### src/rtl/fu_arbiter.sv
`timescale 1ns/1ps
// Two-client round-robin arbiter with bounded lock bursts in front of a shared
// combinational Functional_Unit; operands and result are each registered once.
module fu_arbiter #(
  parameter int HOLD_MAX = 4
) (
  input  logic       clk,
  input  logic       rst_n,
  input  logic       req0,
  input  logic       req1,
  input  logic       lock0,
  input  logic       lock1,
  input  logic [7:0] instr0,
  input  logic [7:0] instr1,
  input  logic [7:0] a0,
  input  logic [7:0] b0,
  input  logic [7:0] c0,
  input  logic [7:0] a1,
  input  logic [7:0] b1,
  input  logic [7:0] c1,
  input  logic [2:0] sel0,
  input  logic [2:0] sel1,
  output logic       gnt0,
  output logic       gnt1,
  output logic       res_valid0,
  output logic       res_valid1,
  output logic [7:0] result
);
  localparam logic [2:0] HOLD_LIM = 3'(HOLD_MAX);
  localparam logic [2:0] HOLD_SAT = 3'd7;

  logic [1:0] req_vec;
  logic [1:0] gnt_vec;
  logic       accept;
  logic       win;
  logic       lock_win;
  logic       prio_reg, prio_next;
  logic       owner_reg, owner_next;
  logic [2:0] hold_cnt_reg, hold_cnt_next;
  logic [7:0] op_instr_reg, op_a_reg, op_b_reg, op_c_reg;
  logic [2:0] op_sel_reg;
  logic       iss_v_reg;
  logic       iss_id_reg;
  logic [7:0] fu_out;
  logic [7:0] result_reg;

  assign req_vec = {req1, req0};

  // Grant depends only on requests, priority and reset, never on operands.
  always_comb begin
    gnt_vec = 2'b00;
    if (rst_n) begin
      if (&req_vec) gnt_vec[prio_reg] = 1'b1;
      else          gnt_vec = req_vec;
    end
  end

  assign gnt0     = gnt_vec[0];
  assign gnt1     = gnt_vec[1];
  assign accept   = |gnt_vec;
  assign win      = gnt_vec[1];
  assign lock_win = win ? lock1 : lock0;

  always_comb begin
    hold_cnt_next = hold_cnt_reg;
    owner_next    = owner_reg;
    prio_next     = prio_reg;
    if (accept) begin
      if (!lock_win)
        hold_cnt_next = 3'd0;
      else if (owner_reg == win && hold_cnt_reg != 3'd0)
        hold_cnt_next = (hold_cnt_reg == HOLD_SAT) ? HOLD_SAT : hold_cnt_reg + 3'd1;
      else
        hold_cnt_next = 3'd1;
      owner_next = win;
      // Keep priority with a locking owner until its burst reaches the bound.
      prio_next  = (lock_win && hold_cnt_next < HOLD_LIM) ? win : ~win;
    end
  end

  always_ff @(posedge clk or negedge rst_n) begin
    if (!rst_n) begin
      prio_reg     <= 1'b0;
      owner_reg    <= 1'b0;
      hold_cnt_reg <= 3'd0;
    end else begin
      prio_reg     <= prio_next;
      owner_reg    <= owner_next;
      hold_cnt_reg <= hold_cnt_next;
    end
  end

  always_ff @(posedge clk or negedge rst_n) begin
    if (!rst_n) begin
      op_instr_reg <= 8'd0;
      op_a_reg     <= 8'd0;
      op_b_reg     <= 8'd0;
      op_c_reg     <= 8'd0;
      op_sel_reg   <= 3'd0;
      iss_v_reg    <= 1'b0;
      iss_id_reg   <= 1'b0;
    end else begin
      iss_v_reg <= accept;
      if (accept) begin
        op_instr_reg <= win ? instr1 : instr0;
        op_a_reg     <= win ? a1 : a0;
        op_b_reg     <= win ? b1 : b0;
        op_c_reg     <= win ? c1 : c0;
        op_sel_reg   <= win ? sel1 : sel0;
        iss_id_reg   <= win;
      end
    end
  end

  Functional_Unit u_fu (
    .instr (op_instr_reg),
    .a     (op_a_reg),
    .b     (op_b_reg),
    .c     (op_c_reg),
    .sel   (op_sel_reg),
    .f     (fu_out)
  );

  always_ff @(posedge clk or negedge rst_n) begin
    if (!rst_n)         result_reg <= 8'd0;
    else if (iss_v_reg) result_reg <= fu_out;
  end

  assign result = result_reg;

  for (genvar gi = 0; gi < 2; gi++) begin : gen_rv
    logic rv_reg;
    always_ff @(posedge clk or negedge rst_n) begin
      if (!rst_n) rv_reg <= 1'b0;
      else        rv_reg <= iss_v_reg && (iss_id_reg == 1'(gi));
    end
  end

  assign res_valid0 = gen_rv[0].rv_reg;
  assign res_valid1 = gen_rv[1].rv_reg;
endmodule

// Shared combinational unit: sel picks an 8-bit operation on A/B/C and the
// instruction byte is XOR-folded into the outcome.
module Functional_Unit (
  input  logic [7:0] instr,
  input  logic [7:0] a,
  input  logic [7:0] b,
  input  logic [7:0] c,
  input  logic [2:0] sel,
  output logic [7:0] f
);
  logic [7:0] base;

  always_comb begin
    base = 8'd0;
    case (sel)
      3'd0: base = a + b;
      3'd1: base = a - b;
      3'd2: base = a & b;
      3'd3: base = a | b;
      3'd4: base = a ^ b;
      3'd5: base = a + b + c;
      3'd6: base = a * b;
      3'd7: base = c - a;
      default: base = 8'd0;
    endcase
    f = base ^ instr;
  end
endmodule

### config.mk
export PLATFORM = sky130hd
export DESIGN_NAME = fu_arbiter
export DESIGN_NICKNAME = d
export VERILOG_FILES = /design/src/rtl/fu_arbiter.sv
export SDC_FILE = /design/constraint.sdc
export NUM_CORES = 1
export LEC_CHECK = 0
export ABC_AREA = 0
export BUFFER_PORTS_ARGS = -buffer_cell sky130_fd_sc_hd__buf_2
export CORE_ASPECT_RATIO = 1.1
export CORE_UTILIZATION = 42
export CTS_CLUSTER_DIAMETER = 60
export CTS_CLUSTER_SIZE = 40
export DETAILED_ROUTE_END_ITERATION = 8
export GPL_ROUTABILITY_DRIVEN = 0
export PLACE_DENSITY_LB_ADDON = 0.15
export SETUP_SLACK_MARGIN = 0.3
export SLEW_MARGIN = 10
export SYNTH_ARGS = -nofsm -noshare
export SYNTH_HDL_FRONTEND = slang
export SYNTH_HIERARCHICAL = 1
export SYNTH_SLANG_ARGS = --single-unit
### constraint.sdc
create_clock -name clk -period 4.7 [get_ports clk]
set_input_delay 0.235 -clock clk [delete_from_list [all_inputs] [get_ports clk]]
set_output_delay 0.235 -clock clk [all_outputs]
set_load 0.05 [all_outputs]
==> out/metrics.cfg <==
[status]
status = completed

[critical_path]
crit_slowest_cell = fa_1
r2r_start = op_b_reg[3]$_DFFE_PN0P_
crit_required_ns = 4.88
ff2ff_path_depth = 18
crit_chain = inv_2 -> nor2_1 -> ha_2 -> fa_1 -> ha_1 -> inv_1 -> fa_1 -> inv_2 -> fa_2 -> a21o_1 -> a21oi_4 -> xnor3_1 -> xnor3_1 -> nor3_1 -> a311o_1 -> o32ai_2 -> xnor2_1 -> mux2_2
crit_start = op_b_reg[3]$_DFFE_PN0P_
endpoint_kind = flip-flop
reg2reg_slack_ns = 0.26
worstPathArrival_ns = 4.62
start_kind = flip-flop
rr_endpoint = result[7]$_DFFE_PN0P_
critPathKind = reg2reg
cpPeakStageDelay_ns = 0.50
critPathMaxFanout = 4

[cells_and_area]
diodes = 0
final_layout_size_suffix_gt1_share_pct = 29.4
final_cell_mix = buf_2, nand2_1, inv_1, dfrtp_1, mux2i_1
layout_commonest_cell = buf_2
fill_cells = 1079
final_cells = 826
syn_to_final_growth_pct = 23.3
nets = 815

[logic_synthesis]
yosys.area.top_type = dfrtp_1
ys_seq_area_share_pct = 25.9
synth_top_area_share_pct = 25.9
async_reset_ff_share_pct = 100
synth-edff-count = 0
syn_avg_cell_area_um2 = 8.72
synthFlopType = dfrtp_1
syn_area_um2 = 4920
netlist_instances = 564
synthTopCellsByArea = dfrtp_1, ha_1, mux2i_1, fa_1, nand2_1
ys_warn_count = 6
synth-seq-cells = 51
ys_types = 61
synth_nets = 704

[place]
dp.cells = 804
port_buffers = 87
post-dp-hpwl_mm = 10.2

[sta]
slew_headroom_pct = 51.5
grt_setup_unrepaired = yes
clock_skew_ns = 0.00721
fin_setup_tns_ns = 0
worst_pin_slew_ns = 0.727
setup-violations-final = 0
fmax_ghz = 0.225
min_period_ns = 4.44
slew_viol_final = 0
hold_viol = 0
fin_crit_sh_pct = 94.4

[floorplan]
io_pins = 88
core_um2 = 11400
num_rows = 41
die_area_um2 = 12200
dieWidth_um = 105
chipHeight_um = 116
start_util_pct = 43.0

[clock_tree]
cts_tree = done
clk_path_buf_depth = 2
clk_pin_slew_ns = 0.07
cts.sinks = 51
cts_buffers = 5
htreeDepth = 2
clkLatencyLatePin_ns = 0.29
cts-root-buf = clkbuf_16

[power_and_ir_drop]
peakVddDrop_v = 0.000302
p_total_uw = 2680
p_leak_uw = 0.00289
power_density_nw_per_um2 = 442

[global_route]
grt_pass1_wl_mm = 21.2
grt_remaining_overflow = 0
grt_antenna_before_repair = 0
grt_max_degree = 74
grt_pass1_vias = 4345
track_usage_pct = 22.2

[routing]
vias_per_cell = 5.23
route.vias.total = 4324
finalWirelength_mm = 12.9
drc = 0
drtIter0Drc = 236
wl_per_cell_um = 15.6
ant_nets = 0
first_pass_iters = 4

[hold_path]
hold_class = in2async

[flow_run]
drv.max_cap_violation_count = 0

-- cell type report --
type / count / area [um^2] / share of cell area, %
clock buffer: 5 / 125 / 2.06
multi-input combinational: 428 / 3470 / 57.3
tap: 150 / 188 / 3.09
sequential: 51 / 1280 / 21.1
timing repair buffer: 127 / 739 / 12.2
clock inverter: 3 / 20.0 / 0.330
inverter: 62 / 240 / 3.96
-- cell families after synthesis --
group                      after synthesis  share of synthesized area (%)
xor gates and xnor gates                44                           8.82
buffers and inverters                   85                           7.35
adders and majority gates               64                           18.6
AOI/OAI and AO/OA                      126                           15.4
DFF                                     51                           25.9
muxes                                   53                           11.2
and+or+nand+nor                        141                           12.6
-- per-stage QoR --
stage                     worst slack (ns)  hold WS [ns]  instance area, um^2  util (%)
after floorplan                      0.302       -0.0606                 4980         -
after global placement              0.0605         0.472                 5670      49.6
after detailed placement            -0.117         0.475                 5670      49.6
after CTS                            0.198         0.191                 5990      52.4
after global routing                0.0454         0.214                 6070      53.0
final                                0.265         0.152                 6070      53.0
-- critical path: cells and delay by family, from the launching register on --
kind / cells / cell delay [ns]
compound gates: 4 / 0.86
xor+xnor: 3 / 0.58
fa+ha+maj: 5 / 1.82
buf+inv: 3 / 0.25
flops: 1 / 0.42
mux: 1 / 0.26
simple gates: 2 / 0.13
-- metal layers --
layer  up-vias  track usage (%)  routed length [um]
li1       2125                -                   -
met1      2069             28.8                5980
met2       112             39.2                6240
met3        18             1.97                 389
met4         0             7.42                 278
met5         -                0                   0
-- worst max path at each step --
stage                                       end  slack (ns)  cells after the start
after floorplan           result[7]$_DFFE_PN0P_        0.30                     18
after global placement    result[7]$_DFFE_PN0P_        0.06                     17
after detailed placement  result[7]$_DFFE_PN0P_       -0.12                     18
after CTS                 result[7]$_DFFE_PN0P_        0.20                     20
after global routing      result[7]$_DFFE_PN0P_        0.05                     21
final                     result[7]$_DFFE_PN0P_        0.26                     18
-- power breakdown --
part / total (uW) / switching [uW] / internal, uW
clock: 366 / 169 / 197
sequential: 595 / 70.8 / 524
combinational: 1720 / 969 / 751
-- synth_stat cells, types with 3 or more instances --
cell / count
nand2_1: 70
inv_1: 60
dfrtp_1: 51
ha_1: 49
mux2i_1: 44
nor2_1: 38
o21ai_0: 36
a21oi_1: 33
xnor2_1: 29
o21ai_1: 18
fa_1: 15
clkbuf_1: 14
xor2_1: 11
mux2_2: 8
nand3_1: 7
o22ai_1: 7
nor3_1: 4
o221ai_1: 4
o31ai_1: 4
a21o_1: 3
buf_1: 3
nor2b_1: 3
o21bai_1: 3
or3_1: 3
xnor3_1: 3
-- what timing repair did --
item                                    4_1_cts  5_1_grt
pin swaps                                    22        8
hold endpoints to repair                      0        0
endpoints found under the setup margin        1        2
buffers inserted                             13        1
hold buffers                                  0        0
resized for setup                            26       13
Note: power is estimated with default switching activity, not from simulation.
